--- config.mk ---
export PLATFORM = sky130hd
export DESIGN_NAME = regfile_wb_sched
export DESIGN_NICKNAME = d
export VERILOG_FILES = /design/src/rtl/regfile_wb_sched_pkg.sv /design/src/rtl/rr_arbiter2.sv /design/src/rtl/regfile_wb_sched.sv
export SDC_FILE = /design/constraint.sdc
export NUM_CORES = 1
export LEC_CHECK = 0
export BUFFER_PORTS_ARGS = -buffer_cell sky130_fd_sc_hd__buf_2
export CAP_MARGIN = 20
export CORE_ASPECT_RATIO = 0.6
export CORE_MARGIN = 2
export CORE_UTILIZATION = 45
export CTS_CLUSTER_DIAMETER = 30
export DETAILED_ROUTE_END_ITERATION = 6
export MAX_ROUTING_LAYER = met4
export PLACE_DENSITY = 0.79
export SYNTH_ARGS = -nofsm -noshare
export SYNTH_HDL_FRONTEND = slang
export SYNTH_SLANG_ARGS = --single-unit
--- constraint.sdc ---
create_clock -name clk -period 1.9 [get_ports clk]
set_input_delay 0.19 -clock clk [delete_from_list [all_inputs] [get_ports clk]]
set_output_delay 0.19 -clock clk [all_outputs]
set_load 0.005 [all_outputs]
--- src/rtl/regfile_wb_sched_pkg.sv ---
// Shared encodings for the register-file write-back scheduler.
// prio values and grant-vector bit positions use the same source encoding.
package regfile_wb_sched_pkg;

  localparam logic WB_SRC_MEM = 1'b0;
  localparam logic WB_SRC_EX  = 1'b1;

  // Indexed by WB_SRC_*; at most one bit set.
  typedef logic [1:0] wb_gnt_t;

endpackage

--- src/rtl/rr_arbiter2.sv ---
// Two-input round-robin arbiter between execute and memory write-back sources.
// Each grant hands priority to the source that was not granted.
module rr_arbiter2
  import regfile_wb_sched_pkg::*;
(
  input  logic    clk,
  input  logic    reset,
  input  logic    i_ex_valid,
  input  logic    i_mem_valid,
  output wb_gnt_t o_gnt
);

  logic r_prio;

  always_comb begin
    o_gnt             = '0;
    o_gnt[WB_SRC_EX]  = i_ex_valid  & (~i_mem_valid | (r_prio == WB_SRC_EX));
    o_gnt[WB_SRC_MEM] = i_mem_valid & (~i_ex_valid  | (r_prio == WB_SRC_MEM));
  end

  always_ff @(posedge clk or posedge reset) begin
    if (reset) begin
      r_prio <= WB_SRC_MEM;
    end else if (o_gnt[WB_SRC_EX]) begin
      r_prio <= WB_SRC_MEM;
    end else if (o_gnt[WB_SRC_MEM]) begin
      r_prio <= WB_SRC_EX;
    end
  end

endmodule

--- src/rtl/regfile_wb_sched.sv ---
// Write-back scheduler: arbitrates the register file's single write port and
// tracks per-register pending writes so decode can detect RAW/WAW hazards.
module regfile_wb_sched
  import regfile_wb_sched_pkg::*;
#(
  parameter int unsigned BIT_WIDTH    = 32,
  parameter int unsigned REG_COUNT_L2 = 4,
  parameter int unsigned REG_PC_INDEX = 15
) (
  input  logic                    clk,
  input  logic                    reset,
  input  logic                    flush,
  input  logic                    issue_valid,
  input  logic [REG_COUNT_L2-1:0] issue_addr,
  output logic                    issue_ready,
  input  logic [REG_COUNT_L2-1:0] chk_addr1,
  input  logic [REG_COUNT_L2-1:0] chk_addr2,
  output logic                    chk_hazard,
  input  logic                    ex_valid,
  input  logic [REG_COUNT_L2-1:0] ex_addr,
  input  logic [BIT_WIDTH-1:0]    ex_value,
  output logic                    ex_ready,
  input  logic                    mem_valid,
  input  logic [REG_COUNT_L2-1:0] mem_addr,
  input  logic [BIT_WIDTH-1:0]    mem_value,
  output logic                    mem_ready,
  output logic                    write_enable1,
  output logic [REG_COUNT_L2-1:0] write_addr1,
  output logic [BIT_WIDTH-1:0]    write_value1,
  output logic                    busy
);

  localparam int unsigned REG_COUNT = 1 << REG_COUNT_L2;
  localparam logic [REG_COUNT_L2-1:0] PC_ADDR = REG_COUNT_L2'(REG_PC_INDEX);

  wb_gnt_t                 w_gnt;
  logic                    w_gnt_any;
  logic [REG_COUNT_L2-1:0] w_waddr;
  logic [BIT_WIDTH-1:0]    w_wvalue;
  logic [REG_COUNT-1:0]    r_pending;
  logic [REG_COUNT-1:0]    w_pending_d;

  rr_arbiter2 u_arb (
    .clk         (clk),
    .reset       (reset),
    .i_ex_valid  (ex_valid),
    .i_mem_valid (mem_valid),
    .o_gnt       (w_gnt)
  );

  assign ex_ready  = w_gnt[WB_SRC_EX];
  assign mem_ready = w_gnt[WB_SRC_MEM];
  assign w_gnt_any = |w_gnt;
  assign w_waddr   = w_gnt[WB_SRC_EX] ? ex_addr  : mem_addr;
  assign w_wvalue  = w_gnt[WB_SRC_EX] ? ex_value : mem_value;

  assign issue_ready = (issue_addr == PC_ADDR) | ~r_pending[issue_addr];
  // No same-cycle clear bypass: a register being written this cycle still reads as pending.
  assign chk_hazard  = r_pending[chk_addr1] | r_pending[chk_addr2];
  assign busy        = |r_pending;

  always_comb begin
    w_pending_d = r_pending;
    if (w_gnt_any) begin
      w_pending_d[w_waddr] = 1'b0;
    end
    if (flush) begin
      w_pending_d = '0;
    end else if (issue_valid && issue_ready) begin
      w_pending_d[issue_addr] = 1'b1;
    end
    w_pending_d[PC_ADDR] = 1'b0;
  end

  always_ff @(posedge clk or posedge reset) begin
    if (reset) begin
      r_pending <= '0;
    end else begin
      r_pending <= w_pending_d;
    end
  end

  always_ff @(posedge clk or posedge reset) begin
    if (reset) begin
      write_enable1 <= 1'b0;
      write_addr1   <= '0;
      write_value1  <= '0;
    end else begin
      write_enable1 <= w_gnt_any;
      if (w_gnt_any) begin
        write_addr1  <= w_waddr;
        write_value1 <= w_wvalue;
      end
    end
  end

endmodule

==> results of run 1 <==
[state kept, by name, indices dropped and copies added, names as in the netlist]
name           cells
write_value1      32
r_pending         15
write_addr1        4
u_arb.r_prio       1
write_enable1      1
[routing by layer]
metal | share of wire [%] | GRT usage (%)
met3 | 9.4 | 5.59
met1 | 42 | 33.0
met5 | 0 | -
met2 | 45 | 40.5
met4 | 3.3 | 8.33
[timing repair]
item	in CTS	in global routing
endpoints found under the setup margin	1	14
setup buffers	16	0
resized for setup	0	3
[power by group]
group | total, uW | switching, uW | internal [uW]
Sequential | 1320 | 65.1 | 1250
Clock | 949 | 391 | 559
Combinational | 748 | 393 | 355
Total | 3020 | 849 | 2170
[cell usage after synthesis (all sizes together)]
library cell / number
dfrtp: 53
mux2i: 40
nor2: 37
a21oi: 35
inv: 24
buf: 15
o32ai: 14
nand2: 11
a221oi: 9
mux4: 9
o21ai: 9
clkbuf: 6
o211ai: 6
nand3b: 4
nand4: 4
nor2b: 4
nor3: 4
nor4: 4
a22oi: 3
nand3: 3
or4: 3
nand4b: 2
or3b: 2
a211o: 1
a211oi: 1
a21boi: 1
a31oi: 1
nand2b: 1
nand4bb: 1
nor4b: 1
o2111a: 1
o2111ai: 1
o221ai: 1
o2bb2a: 1
o2bb2ai: 1
or2: 1
or3: 1
[worst max path at each step]
stage,startpoint,slack (ns),endpoint
2_1_floorplan,r_pending[3]$_DFF_PP0_,0.32,issue_ready
3_3_place_gp,issue_addr[0],0.14,issue_ready
3_5_place_dp,u_arb.r_prio$_DFFE_PP0N_,0.06,r_pending[11]$_DFF_PP0_
4_1_cts,r_pending[10]$_DFF_PP0_,-0.08,issue_ready
5_1_grt,r_pending[6]$_DFF_PP0_,-0.17,issue_ready
6_report,r_pending[6]$_DFF_PP0_,-0.13,issue_ready
[cells in the final DEF (no fill, tap or decap), types with 2 or more instances in the layout]
cell,instances
sky130_fd_sc_hd__dfrtp_1,53
sky130_fd_sc_hd__clkbuf_8,2
sky130_fd_sc_hd__buf_12,2
sky130_fd_sc_hd__o32ai_1,14
sky130_fd_sc_hd__mux4_2,9
sky130_fd_sc_hd__nand3_1,3
sky130_fd_sc_hd__buf_2,131
sky130_fd_sc_hd__nand4_1,4
sky130_fd_sc_hd__inv_2,3
sky130_fd_sc_hd__nand4b_1,2
sky130_fd_sc_hd__inv_1,21
sky130_fd_sc_hd__nand3b_1,4
sky130_fd_sc_hd__a22oi_1,3
sky130_fd_sc_hd__a21oi_1,35
sky130_fd_sc_hd__nor2_1,37
sky130_fd_sc_hd__clkbuf_16,5
sky130_fd_sc_hd__nor3_1,4
sky130_fd_sc_hd__nand2_1,10
sky130_fd_sc_hd__nor2b_1,3
sky130_fd_sc_hd__buf_4,21
sky130_fd_sc_hd__o21ai_1,5
sky130_fd_sc_hd__o211ai_1,6
sky130_fd_sc_hd__mux2i_1,40
sky130_fd_sc_hd__nor4_1,4
sky130_fd_sc_hd__a221oi_1,8
sky130_fd_sc_hd__or4_1,2
sky130_fd_sc_hd__o21ai_0,4
[cells by family after synthesis]
kind of cell           synth area share [%]
buffers and inverters                  6.36
AO/OA/AOI/OAI                          18.1
AND/OR/NAND/NOR                        13.8
multiplexers                           19.3
flip-flops                             42.4
[final cells by class]
cell class	instances	area share [%]
repair buffers	154	20.5
flip-flops and latches	53	31.8
well taps	87	2.61
clock inverters	1	0.120
multi-input cells	217	39.1
clock buffers	7	3.66
inverters	24	2.16
[through the flow]
step	TNS, ns	utilization, %
final	-0.236	62.1
after global routing	-0.341	62.1
after CTS	-0.143	61.9
after detailed placement	0	57.8
after global placement	0	57.8
after floorplan	0	-
[worst reg2reg max path, cell delays in order (launching register included)]
cell	delay, ns
sky130_fd_sc_hd__dfrtp_1	0.39
sky130_fd_sc_hd__mux4_2	0.51
sky130_fd_sc_hd__buf_4	0.16
sky130_fd_sc_hd__nor4b_2	0.22
sky130_fd_sc_hd__inv_1	0.16
sky130_fd_sc_hd__o32ai_1	0.24
==> metrics.txt, run 1 <==
# TYPE chip_impl_metric gauge
chip_impl_metric{name="routed_wire_length_per_instance",unit="um"} 17.3
chip_impl_metric{name="global_route_wire_length_before_repair",unit="um"} 14800
chip_impl_metric{name="hold_viol",unit=""} 0
chip_impl_metric{name="drv_cap",unit=""} 0
chip_impl_metric{name="critical_path_required",unit="ns"} 1.71
chip_impl_metric{name="initialDrtViolationCount",unit=""} 382
chip_impl_metric{name="drcViolationCount",unit=""} 0
chip_impl_metric{name="timing.final.crit_share",unit="%"} 107
chip_impl_metric{name="worstMarginPinSlew",unit="ns"} 0.686
chip_impl_metric{name="cts_inserted_buffers",unit=""} 5
chip_impl_metric{name="path_buf_inv",unit=""} 2
chip_impl_metric{name="antennaDiodeCount",unit=""} 0
chip_impl_metric{name="io_pins",unit=""} 132
chip_impl_metric{name="final.hold.worst_slack",unit="ns"} 0.0891
chip_impl_metric{name="worst_clock_skew",unit="ns"} 0.00679
chip_impl_metric{name="drive_gt1_share",unit="%"} 39.9
chip_impl_info{name="worstReg2RegEnd",value="r_pending[0]$_DFF_PP0_"} 1
chip_impl_info{name="clock_tree_from_tritoncts",value="done"} 1
chip_impl_metric{name="timing.fmax",unit="GHz"} 0.492
chip_impl_metric{name="postRouteWirelength",unit="um"} 9380
chip_impl_info{name="r2r_start",value="r_pending[3]$_DFF_PP0_"} 1
chip_impl_metric{name="period_minus_slack",unit="ns"} 2.03
chip_impl_metric{name="clock_path_buffers",unit=""} 2
chip_impl_metric{name="number_of_antenna_violations_at_the_first_check_in_global_routing",unit=""} 0
chip_impl_metric{name="multiInputGateArea",unit="um2"} 1630
chip_impl_metric{name="mappedNetlistNets",unit=""} 405
chip_impl_metric{name="finalNonFillerCells",unit=""} 543
chip_impl_info{name="synth_area_leader_cell",value="sky130_fd_sc_hd__dfrtp_1"} 1
chip_impl_metric{name="first_global_vias",unit=""} 2898
chip_impl_metric{name="power.density",unit="nW/um2"} 724
chip_impl_metric{name="worst_vdd_ir",unit="V"} 0.000441
chip_impl_metric{name="register_area",unit="um2"} 1330
chip_impl_metric{name="detailed_place_hpwl",unit="um"} 6520
chip_impl_metric{name="clkSlewWorstSetupHoldPaths",unit="ns"} 0.07
chip_impl_metric{name="final_nets",unit=""} 545
chip_impl_metric{name="initial_core_util",unit="%"} 46.6
chip_impl_metric{name="synth_top_area_share",unit="%"} 42.4
chip_impl_metric{name="dieHeight",unit="um"} 68.6
chip_impl_metric{name="leakage",unit="uW"} 0.00193
chip_impl_info{name="hold_class",value="in -> async"} 1
chip_impl_metric{name="setup_violating_endpoint_count_in_the_final_report",unit=""} 2
chip_impl_metric{name="port_buffers",unit=""} 131
chip_impl_metric{name="largest_net_degree_at_the_start_of_global_routing",unit=""} 65
chip_impl_metric{name="synth.avg_cell_area",unit="um2"} 9.93
chip_impl_metric{name="die_area",unit="um2"} 7650
chip_impl_info{name="outcome",value="finished, violations left"} 1
chip_impl_metric{name="synth.ff_latch_count",unit=""} 53
chip_impl_info{name="rsz0062_at_grt",value="yes"} 1
chip_impl_metric{name="worstPathArrival",unit="ns"} 1.84
chip_impl_info{name="critPathCaptureType",value="output port"} 1
chip_impl_info{name="clockRootBuffer",value="sky130_fd_sc_hd__clkbuf_16"} 1
chip_impl_metric{name="slew_viol_final",unit=""} 0
chip_impl_info{name="timing.critical_path.slowest_stage_cell",value="sky130_fd_sc_hd__mux4_2"} 1
chip_impl_metric{name="area_growth",unit="%"} 33.2
chip_impl_info{name="path_class",value="reg -> out"} 1
chip_impl_metric{name="cts_hold_buffers",unit=""} 0
chip_impl_info{name="critical-path-top-cell-by-count",value="sky130_fd_sc_hd__mux4_2"} 1
chip_impl_metric{name="cts_max_level",unit=""} 2
chip_impl_metric{name="place_congestion",unit=""} 1.01
chip_impl_metric{name="yosys_warnings",unit=""} 0
chip_impl_metric{name="drt_pre_antenna_iters",unit=""} 6
chip_impl_metric{name="worst_r2r_path_depth",unit=""} 5
chip_impl_metric{name="post_detailed_route_count_of_antenna_violating_nets",unit=""} 0
chip_impl_metric{name="grt_use_total",unit="%"} 25.4
chip_impl_info{name="ys_top_cells_by_area",value="sky130_fd_sc_hd__dfrtp_1 42%, sky130_fd_sc_hd__mux2i_1 13%, sky130_fd_sc_hd__mux4_2 6.5%"} 1
chip_impl_metric{name="timing.critical_path.depth",unit=""} 4
chip_impl_metric{name="core-area",unit="um2"} 6710
chip_impl_metric{name="pre_cts_ws",unit="ns"} 0.0582
chip_impl_metric{name="total_of_fill_cells_in_the_finished_design",unit=""} 546
chip_impl_info{name="list_of_cells_traversed_by_the_critical_path",value="mux4_2, mux4_2, inv_1, buf_2"} 1
chip_impl_info{name="timing.critical_path.from_type",value="flop"} 1
chip_impl_info{name="violations_in_the_final_reports",value="negative setup slack"} 1
chip_impl_metric{name="worstSkewPairLatency",unit="ns"} 0.29
chip_impl_metric{name="design_area",unit="um2"} 4170
chip_impl_metric{name="placed_cells_incl_taps",unit=""} 519
chip_impl_metric{name="number_of_distinct_library_cell_variants_in_the_gate_level_netlist_after_synthesis",unit=""} 43
chip_impl_metric{name="clock_sinks",unit=""} 53
chip_impl_metric{name="via_per_inst",unit=""} 5.77
chip_impl_info{name="cpLargestDelayFamily",value="multiplexers"} 1
chip_impl_metric{name="worst_slew_margin_rel",unit="%"} 53.8
chip_impl_metric{name="die_w",unit="um"} 112
chip_impl_metric{name="synth_area",unit="um2"} 3130
chip_impl_metric{name="p_total",unit="uW"} 3020
chip_impl_metric{name="route.vias.total",unit=""} 3133
chip_impl_metric{name="syn_inst",unit=""} 315
chip_impl_metric{name="ys_seq_area_share",unit="%"} 42.4
chip_impl_metric{name="grt_overflow_total",unit=""} 0
chip_impl_metric{name="dpl_cell_area",unit="um2"} 3870
chip_impl_metric{name="layout_setup_ws",unit="ns"} -0.132
chip_impl_metric{name="worst-path-max-fanout",unit=""} 3
chip_impl_metric{name="std_cell_rows",unit=""} 23
chip_impl_metric{name="critPathMaxStageDelay",unit="ns"} 0.51
chip_impl_metric{name="worst-r2r-setup-slack",unit="ns"} 0.08
Power figures use the tool's default switching activity.
==> run 2, diff against run 1 <==
ABC_AREA = 1   (was default)
==> metrics.txt, run 2 <==
# TYPE chip_impl_metric gauge
chip_impl_metric{name="total_of_fill_cells_in_the_finished_design",unit=""} 624
chip_impl_info{name="rsz0062_at_grt",value="no"} 1
chip_impl_metric{name="initialDrtViolationCount",unit=""} 364
chip_impl_metric{name="p_total",unit="uW"} 2840
chip_impl_metric{name="asyncSetResetFlopFracSynth",unit="%"} 100
chip_impl_metric{name="power.density",unit="nW/um2"} 709
chip_impl_metric{name="internal_power",unit="uW"} 2020
chip_impl_info{name="hold_class",value="in -> reg"} 1
chip_impl_metric{name="drcViolationCount",unit=""} 0
chip_impl_info{name="list_of_cells_traversed_by_the_critical_path",value="o21ai_0, nand3_1, nand3_1, nand2_1, or2_2, buf_2"} 1
chip_impl_metric{name="hold_viol",unit=""} 0
chip_impl_metric{name="postRouteWirelength",unit="um"} 9260
chip_impl_metric{name="clock_path_buffers",unit=""} 2
chip_impl_metric{name="synth.avg_cell_area",unit="um2"} 6.92
chip_impl_metric{name="initial_core_util",unit="%"} 46.5
chip_impl_metric{name="worst_clock_skew",unit="ns"} 0.00711
chip_impl_metric{name="routed_wire_length_per_instance",unit="um"} 14.0
chip_impl_info{name="registers.top_by_ff_count",value="write_value1"} 1
chip_impl_metric{name="ys_seq_area_share",unit="%"} 42.9
chip_impl_info{name="timing.critical_path.slowest_stage_cell",value="sky130_fd_sc_hd__dfrtp_2"} 1
chip_impl_metric{name="detailed_place_hpwl",unit="um"} 6900
chip_impl_metric{name="largest_register_ff_count",unit=""} 32
chip_impl_metric{name="yosys_warnings",unit=""} 0
chip_impl_metric{name="drive_gt1_share",unit="%"} 30.4
chip_impl_metric{name="synth_area",unit="um2"} 3090
chip_impl_info{name="layout_commonest_cell",value="sky130_fd_sc_hd__nand2_1"} 1
chip_impl_info{name="synthFlopType",value="sky130_fd_sc_hd__dfrtp_1"} 1
chip_impl_metric{name="slew_viol_final",unit=""} 0
chip_impl_info{name="largestRegisters",value="write_value1 (32), r_pending (15), write_addr1 (4)"} 1
chip_impl_metric{name="std_cell_rows",unit=""} 23
chip_impl_metric{name="largest_net_degree_at_the_start_of_global_routing",unit=""} 66
chip_impl_metric{name="first_global_vias",unit=""} 3191
chip_impl_metric{name="core-area",unit="um2"} 6650
chip_impl_metric{name="power.share.combinational",unit="%"} 22.2
chip_impl_metric{name="timing.final.crit_share",unit="%"} 96.1
chip_impl_metric{name="number_of_distinct_library_cell_variants_in_the_gate_level_netlist_after_synthesis",unit=""} 25
chip_impl_metric{name="worst_slew_margin_rel",unit="%"} 60.0
chip_impl_metric{name="number_of_antenna_violations_at_the_first_check_in_global_routing",unit=""} 0
chip_impl_metric{name="dieHeight",unit="um"} 68.2
chip_impl_info{name="clockRootBuffer",value="sky130_fd_sc_hd__clkbuf_16"} 1
chip_impl_info{name="outcome",value="finished clean"} 1
chip_impl_metric{name="grt_overflow_total",unit=""} 0
chip_impl_metric{name="synth_enable_flop_cells",unit=""} 0
chip_impl_metric{name="mappedNetlistNets",unit=""} 537
chip_impl_metric{name="period_minus_slack",unit="ns"} 1.83
chip_impl_metric{name="clock_power_share",unit="%"} 32.0
chip_impl_info{name="synth_area_leader_cell",value="sky130_fd_sc_hd__dfrtp_1"} 1
chip_impl_metric{name="worst-r2r-setup-slack",unit="ns"} 0.19
chip_impl_metric{name="worst-path-max-fanout",unit=""} 5
chip_impl_metric{name="worst_vdd_ir",unit="V"} 0.000420
chip_impl_info{name="critical-path-top-cell-by-count",value="sky130_fd_sc_hd__nand3_1"} 1
chip_impl_info{name="yosysMostFrequentCell",value="sky130_fd_sc_hd__nand2_1"} 1
chip_impl_metric{name="grt_use_total",unit="%"} 24.9
chip_impl_info{name="path_class",value="reg -> out"} 1
chip_impl_metric{name="final_nets",unit=""} 665
chip_impl_metric{name="switchingPower",unit="uW"} 819
chip_impl_metric{name="power_frac_seq",unit="%"} 45.8
chip_impl_metric{name="path_buf_inv",unit=""} 1
chip_impl_metric{name="worstSkewPairLatency",unit="ns"} 0.29
chip_impl_metric{name="area_growth",unit="%"} 29.4
chip_impl_metric{name="post_detailed_route_count_of_antenna_violating_nets",unit=""} 0
chip_impl_metric{name="clkSlewWorstSetupHoldPaths",unit="ns"} 0.07
chip_impl_metric{name="place_congestion",unit=""} 0.920
chip_impl_info{name="ys_top_cells_by_area",value="sky130_fd_sc_hd__dfrtp_1 43%, sky130_fd_sc_hd__nand2_1 18%, sky130_fd_sc_hd__nor2_1 7.5%"} 1
chip_impl_metric{name="cts_inserted_buffers",unit=""} 5
chip_impl_metric{name="die_area",unit="um2"} 7570
chip_impl_info{name="critPathCaptureType",value="output port"} 1
chip_impl_metric{name="critPathMaxStageDelay",unit="ns"} 0.47
chip_impl_info{name="timing.critical_path.from_type",value="flop"} 1
chip_impl_info{name="cpLargestDelayFamily",value="simple AND/OR/NAND/NOR gates"} 1
chip_impl_metric{name="port_buffers",unit=""} 131
chip_impl_metric{name="clock_sinks",unit=""} 53
chip_impl_metric{name="route.vias.total",unit=""} 3530
chip_impl_metric{name="syn_inst",unit=""} 447
chip_impl_info{name="clock_tree_from_tritoncts",value="done"} 1
chip_impl_metric{name="synth_top_area_share",unit="%"} 42.9
chip_impl_metric{name="worstPathArrival",unit="ns"} 1.64
chip_impl_info{name="synthTopCellsByCount",value="147 x sky130_fd_sc_hd__nand2_1, 62 x sky130_fd_sc_hd__nor2_1, 53 x sky130_fd_sc_hd__dfrtp_1"} 1
chip_impl_metric{name="die_w",unit="um"} 111
chip_impl_metric{name="antennaDiodeCount",unit=""} 0
chip_impl_metric{name="setup-tns-final",unit="ns"} 0
chip_impl_metric{name="timing.fmax",unit="GHz"} 0.548
chip_impl_metric{name="leakage",unit="uW"} 0.00206
chip_impl_metric{name="via_per_inst",unit=""} 5.33
chip_impl_metric{name="switching_power_as_a_share_of_total_power",unit="%"} 28.9
chip_impl_metric{name="worstMarginPinSlew",unit="ns"} 0.600
chip_impl_metric{name="drt_pre_antenna_iters",unit=""} 6
chip_impl_metric{name="global_route_wire_length_before_repair",unit="um"} 14900
chip_impl_metric{name="synth.ff_latch_count",unit=""} 53
chip_impl_metric{name="drv_cap",unit=""} 0
chip_impl_metric{name="cts_max_level",unit=""} 2
chip_impl_info{name="mostFrequentLayoutCells",value="147 x sky130_fd_sc_hd__nand2_1, 131 x sky130_fd_sc_hd__buf_2, 62 x sky130_fd_sc_hd__nor2_1"} 1
chip_impl_metric{name="io_pins",unit=""} 132
chip_impl_metric{name="setup_violating_endpoint_count_in_the_final_report",unit=""} 0
chip_impl_metric{name="critical_path_required",unit="ns"} 1.71
## run 2: logic make-up after synthesis
family	count (synthesis)	synth area share [%]
simple gates	253	33.6
compound gates	83	15.3
buf+inv	58	8.22
flops	53	42.9
## run 2: metrics by stage
step	utilization (%)	instance area, um2	instances	setup WS [ns]	hold WS (ns)
final	60.2	4000	662	0.0737	0.146
after global routing	60.2	4000	662	0.00193	0.149
after CTS	59.4	3950	657	0.0262	0.150
after detailed placement	57.1	3790	649	0.288	0.287
after global placement	57.1	3790	649	0.316	0.280
after floorplan	-	3090	447	0.424	0.253
## run 2: repair_timing
item | in CTS | in global routing
gates resized for setup | 0 | 14
setup buffers | 0 | 5
endpoints found under the setup margin | 0 | 2
hold endpoints to repair | 25 | 0
hold buffers | 1 | 0
## run 2: power by group through the flow
stage / Combinational, uW / Sequential [uW] / Clock (uW)
final: 630 / 1300 / 909
after global routing: 707 / 1310 / 971
after CTS: 624 / 1300 / 909
after detailed placement: 622 / 1320 / 0
after global placement: 603 / 1310 / 0
after floorplan: 326 / 1320 / 0
## run 2: path summary, 6_finish.rpt
path                       cells past startpoint                      endpoint                        from
max in group asynchronous                      4        r_pending[6]$_DFF_PP0_                       reset
min in group asynchronous                      3  write_value1[10]$_DFFE_PP0N_                       reset
max                                            6                    chk_hazard     r_pending[12]$_DFF_PP0_
min                                            3  write_value1[10]$_DFFE_PP0N_                ex_value[10]
min reg2reg                                    2    write_addr1[0]$_DFFE_PP0N_  write_addr1[0]$_DFFE_PP0N_
max reg2reg                                    7        r_pending[8]$_DFF_PP0_    u_arb.r_prio$_DFFE_PP0N_
## run 2: worst min-delay path, cell delays in order
cell                      delay [ns]
sky130_fd_sc_hd__buf_2          0.10
sky130_fd_sc_hd__nand2_1        0.05
sky130_fd_sc_hd__a31oi_1        0.06
## run 2: cell type report
cell class                      instances  area [um2]  area share, %
Clock buffer                            6         139           3.47
Clock inverter                          1        7.51          0.188
Inverter                               37         141           3.53
Multi-Input combinational cell        336        1520           37.9
Sequential cell                        53        1330           33.3
Tap cell                               87         109           2.72
Timing Repair Buffer                  142         753           18.8
## run 2: metal layers
layer / GRT usage [%] / share of wire, % / vias to the layer above
met5: - / 0 / -
met4: 6.17 / 1.3 / 0
met3: 5.40 / 11 / 16
met2: 40.0 / 45 / 208
met1: 33.1 / 43 / 1595
li1: - / - / 1711
==> run 3, diff against run 2 <==
REMOVE_ABC_BUFFERS = 1   (was default)
==> metrics.txt, run 3 (synthesized netlist as in run 2, its figures left out) <==
# TYPE chip_impl_metric gauge
chip_impl_info{name="outcome",value="finished clean"} 1
chip_impl_metric{name="largest_net_degree_at_the_start_of_global_routing",unit=""} 66
chip_impl_metric{name="power.density",unit="nW/um2"} 747
chip_impl_metric{name="pre_cts_ws",unit="ns"} 0.297
chip_impl_info{name="list_of_cells_traversed_by_the_critical_path",value="nor2_1, o21ai_0, o21ai_0, o21ai_0, or2_2, buf_2"} 1
chip_impl_metric{name="grt_overflow_total",unit=""} 0
chip_impl_metric{name="worstSkewPairLatency",unit="ns"} 0.29
chip_impl_metric{name="slew_viol_final",unit=""} 0
chip_impl_metric{name="die_area",unit="um2"} 7570
chip_impl_metric{name="cts_inserted_buffers",unit=""} 5
chip_impl_metric{name="design_area",unit="um2"} 4010
chip_impl_metric{name="route.vias.total",unit=""} 3413
chip_impl_metric{name="timing.final.crit_share",unit="%"} 96.4
chip_impl_info{name="mostFrequentLayoutCells",value="147 x sky130_fd_sc_hd__nand2_1, 131 x sky130_fd_sc_hd__buf_2, 61 x sky130_fd_sc_hd__nor2_1"} 1
chip_impl_info{name="worstReg2RegEnd",value="r_pending[8]$_DFF_PP0_"} 1
chip_impl_metric{name="routed_wire_length_per_instance",unit="um"} 13.8
chip_impl_info{name="critPathCaptureType",value="output port"} 1
chip_impl_info{name="min_delay_worst_endpoint",value="write_value1[1]$_DFFE_PP0N_"} 1
chip_impl_metric{name="worst_slew_margin_rel",unit="%"} 60.0
chip_impl_metric{name="p_total",unit="uW"} 2990
chip_impl_info{name="r2r_start",value="u_arb.r_prio$_DFFE_PP0N_"} 1
chip_impl_metric{name="post_detailed_route_count_of_antenna_violating_nets",unit=""} 0
chip_impl_metric{name="first_global_vias",unit=""} 3106
chip_impl_metric{name="drv_cap",unit=""} 0
chip_impl_metric{name="layout_setup_ws",unit="ns"} 0.0686
chip_impl_metric{name="worst-path-max-fanout",unit=""} 5
chip_impl_metric{name="critical_path_required",unit="ns"} 1.71
chip_impl_metric{name="global_route_wire_length_before_repair",unit="um"} 14800
chip_impl_metric{name="initial_core_util",unit="%"} 46.5
chip_impl_metric{name="worst_vdd_ir",unit="V"} 0.000489
chip_impl_metric{name="worst_r2r_path_depth",unit=""} 7
chip_impl_metric{name="period_minus_slack",unit="ns"} 1.83
chip_impl_metric{name="area_growth",unit="%"} 29.7
chip_impl_metric{name="clkSlewWorstSetupHoldPaths",unit="ns"} 0.07
chip_impl_metric{name="worstMarginPinSlew",unit="ns"} 0.601
chip_impl_metric{name="setup_violating_endpoint_count_in_the_final_report",unit=""} 0
chip_impl_info{name="hold_path_startpoint",value="ex_value[1]"} 1
chip_impl_metric{name="core-area",unit="um2"} 6650
chip_impl_metric{name="clock_sinks",unit=""} 53
chip_impl_metric{name="antennaDiodeCount",unit=""} 0
chip_impl_metric{name="dpl_cell_area",unit="um2"} 3800
chip_impl_metric{name="clock_path_buffers",unit=""} 2
chip_impl_metric{name="detailed_place_hpwl",unit="um"} 7050
chip_impl_info{name="timing.critical_path.slowest_stage_cell",value="sky130_fd_sc_hd__dfrtp_1"} 1
chip_impl_metric{name="worstPathArrival",unit="ns"} 1.64
chip_impl_metric{name="drt_pre_antenna_iters",unit=""} 7
chip_impl_metric{name="cts_max_level",unit=""} 2
chip_impl_info{name="critical-path-top-cell-by-count",value="sky130_fd_sc_hd__o21ai_0"} 1
chip_impl_info{name="path_class",value="reg -> out"} 1
chip_impl_metric{name="grt_use_total",unit="%"} 25.2
chip_impl_metric{name="place_congestion",unit=""} 0.942
chip_impl_metric{name="worst-r2r-setup-slack",unit="ns"} 0.26
chip_impl_metric{name="total_of_fill_cells_in_the_finished_design",unit=""} 596
chip_impl_metric{name="timing.fmax",unit="GHz"} 0.546
chip_impl_metric{name="number_of_antenna_violations_at_the_first_check_in_global_routing",unit=""} 0
chip_impl_metric{name="initialDrtViolationCount",unit=""} 330
chip_impl_metric{name="dieHeight",unit="um"} 68.2
chip_impl_metric{name="hold_viol",unit=""} 0
chip_impl_metric{name="final_nets",unit=""} 663
chip_impl_info{name="registers.top_by_ff_count",value="write_value1"} 1
chip_impl_info{name="timing.critical_path.from_type",value="flop"} 1
chip_impl_metric{name="via_per_inst",unit=""} 5.16
chip_impl_metric{name="worst_clock_skew",unit="ns"} 0.00323
chip_impl_metric{name="largest_register_ff_count",unit=""} 32
chip_impl_info{name="rsz0062_at_grt",value="yes"} 1
chip_impl_metric{name="io_pins",unit=""} 132
chip_impl_metric{name="final.hold.worst_slack",unit="ns"} 0.146
chip_impl_metric{name="drive_gt1_share",unit="%"} 29.3
chip_impl_metric{name="die_w",unit="um"} 111
chip_impl_metric{name="std_cell_rows",unit=""} 23
chip_impl_metric{name="layout.core_utilization",unit="%"} 60.3
chip_impl_info{name="layout_commonest_cell",value="sky130_fd_sc_hd__nand2_1"} 1
chip_impl_info{name="clockRootBuffer",value="sky130_fd_sc_hd__clkbuf_16"} 1
chip_impl_metric{name="critPathMaxStageDelay",unit="ns"} 0.48
chip_impl_info{name="hold_class",value="in -> reg"} 1
chip_impl_info{name="largestRegisters",value="write_value1 (32), r_pending (15), write_addr1 (4)"} 1
chip_impl_metric{name="worst_hold_path.num_cells",unit=""} 3
chip_impl_metric{name="leakage",unit="uW"} 0.00207
chip_impl_metric{name="drcViolationCount",unit=""} 0
chip_impl_metric{name="postRouteWirelength",unit="um"} 9120
chip_impl_info{name="clock_tree_from_tritoncts",value="done"} 1
chip_impl_metric{name="port_buffers",unit=""} 131
[run 3: cell count changes in the layout (fill, tap and decap cells not counted), moves of 2 or more]
cell,change
sky130_fd_sc_hd__dfrtp_2,-3
sky130_fd_sc_hd__inv_2,-3
sky130_fd_sc_hd__buf_4,-2
sky130_fd_sc_hd__dfrtp_1,+3
sky130_fd_sc_hd__o21ai_0,+3
sky130_fd_sc_hd__inv_1,+3
sky130_fd_sc_hd__o21ai_1,-3
[run 3: final cells by class]
type                       instances  area, um2  share of cell area [%]
multi-input combinational        336       1510                    37.8
clock inverter                     2       37.5                   0.936
inverter                          37        141                    3.53
sequential                        53       1330                    33.2
timing repair buffer             140        738                    18.4
clock buffer                       6        139                    3.46
tap                               87        109                    2.72
[run 3: timing repair]
item	4_1_cts	5_1_grt
gates resized for setup	0	5
hold buffers	1	0
endpoints found under the hold margin	23	0
setup endpoints to repair	0	2
buffers inserted	0	2
[run 3: critical path, delay by kind of cell (launching register included)]
kind,cells,cell delay (ns)
flops,1,0.48
buf+inv,1,0.13
simple gates,2,0.40
compound gates,3,0.35
[run 3: report_power, final]
part | switching [uW] | internal (uW) | total, uW
combinational | 363 | 266 | 629
sequential | 62.8 | 1230 | 1300
clock | 411 | 658 | 1070
[run 3: how the worst max path moves through the flow]
stage | startpoint | to | slack, ns
6_report | r_pending[12]$_DFF_PP0_ | chk_hazard | 0.07
5_1_grt | r_pending[13]$_DFF_PP0_ | chk_hazard | -0.03
4_1_cts | r_pending[5]$_DFF_PP0_ | chk_hazard | 0.07
3_5_place_dp | issue_addr[0] | r_pending[10]$_DFF_PP0_ | 0.30
3_3_place_gp | issue_addr[0] | r_pending[2]$_DFF_PP0_ | 0.34
2_1_floorplan | mem_valid | r_pending[5]$_DFF_PP0_ | -0.05
[run 3: routing by layer]
metal | vias to the layer above | track usage [%] | share of wire, % | routed length [um]
li1 | 1708 | - | - | -
met1 | 1545 | 33.9 | 46 | 4200
met2 | 144 | 38.1 | 44 | 4010
met3 | 16 | 6.47 | 8.4 | 770
met4 | 0 | 7.25 | 1.5 | 137
met5 | - | - | 0 | 0
[run 3: per-stage QoR]
stage	setup TNS (ns)	std cells
final	0	661
after global routing	-0.0315	661
after CTS	0	659
after detailed placement	0	650
after global placement	0	650
after floorplan	-0.293	426
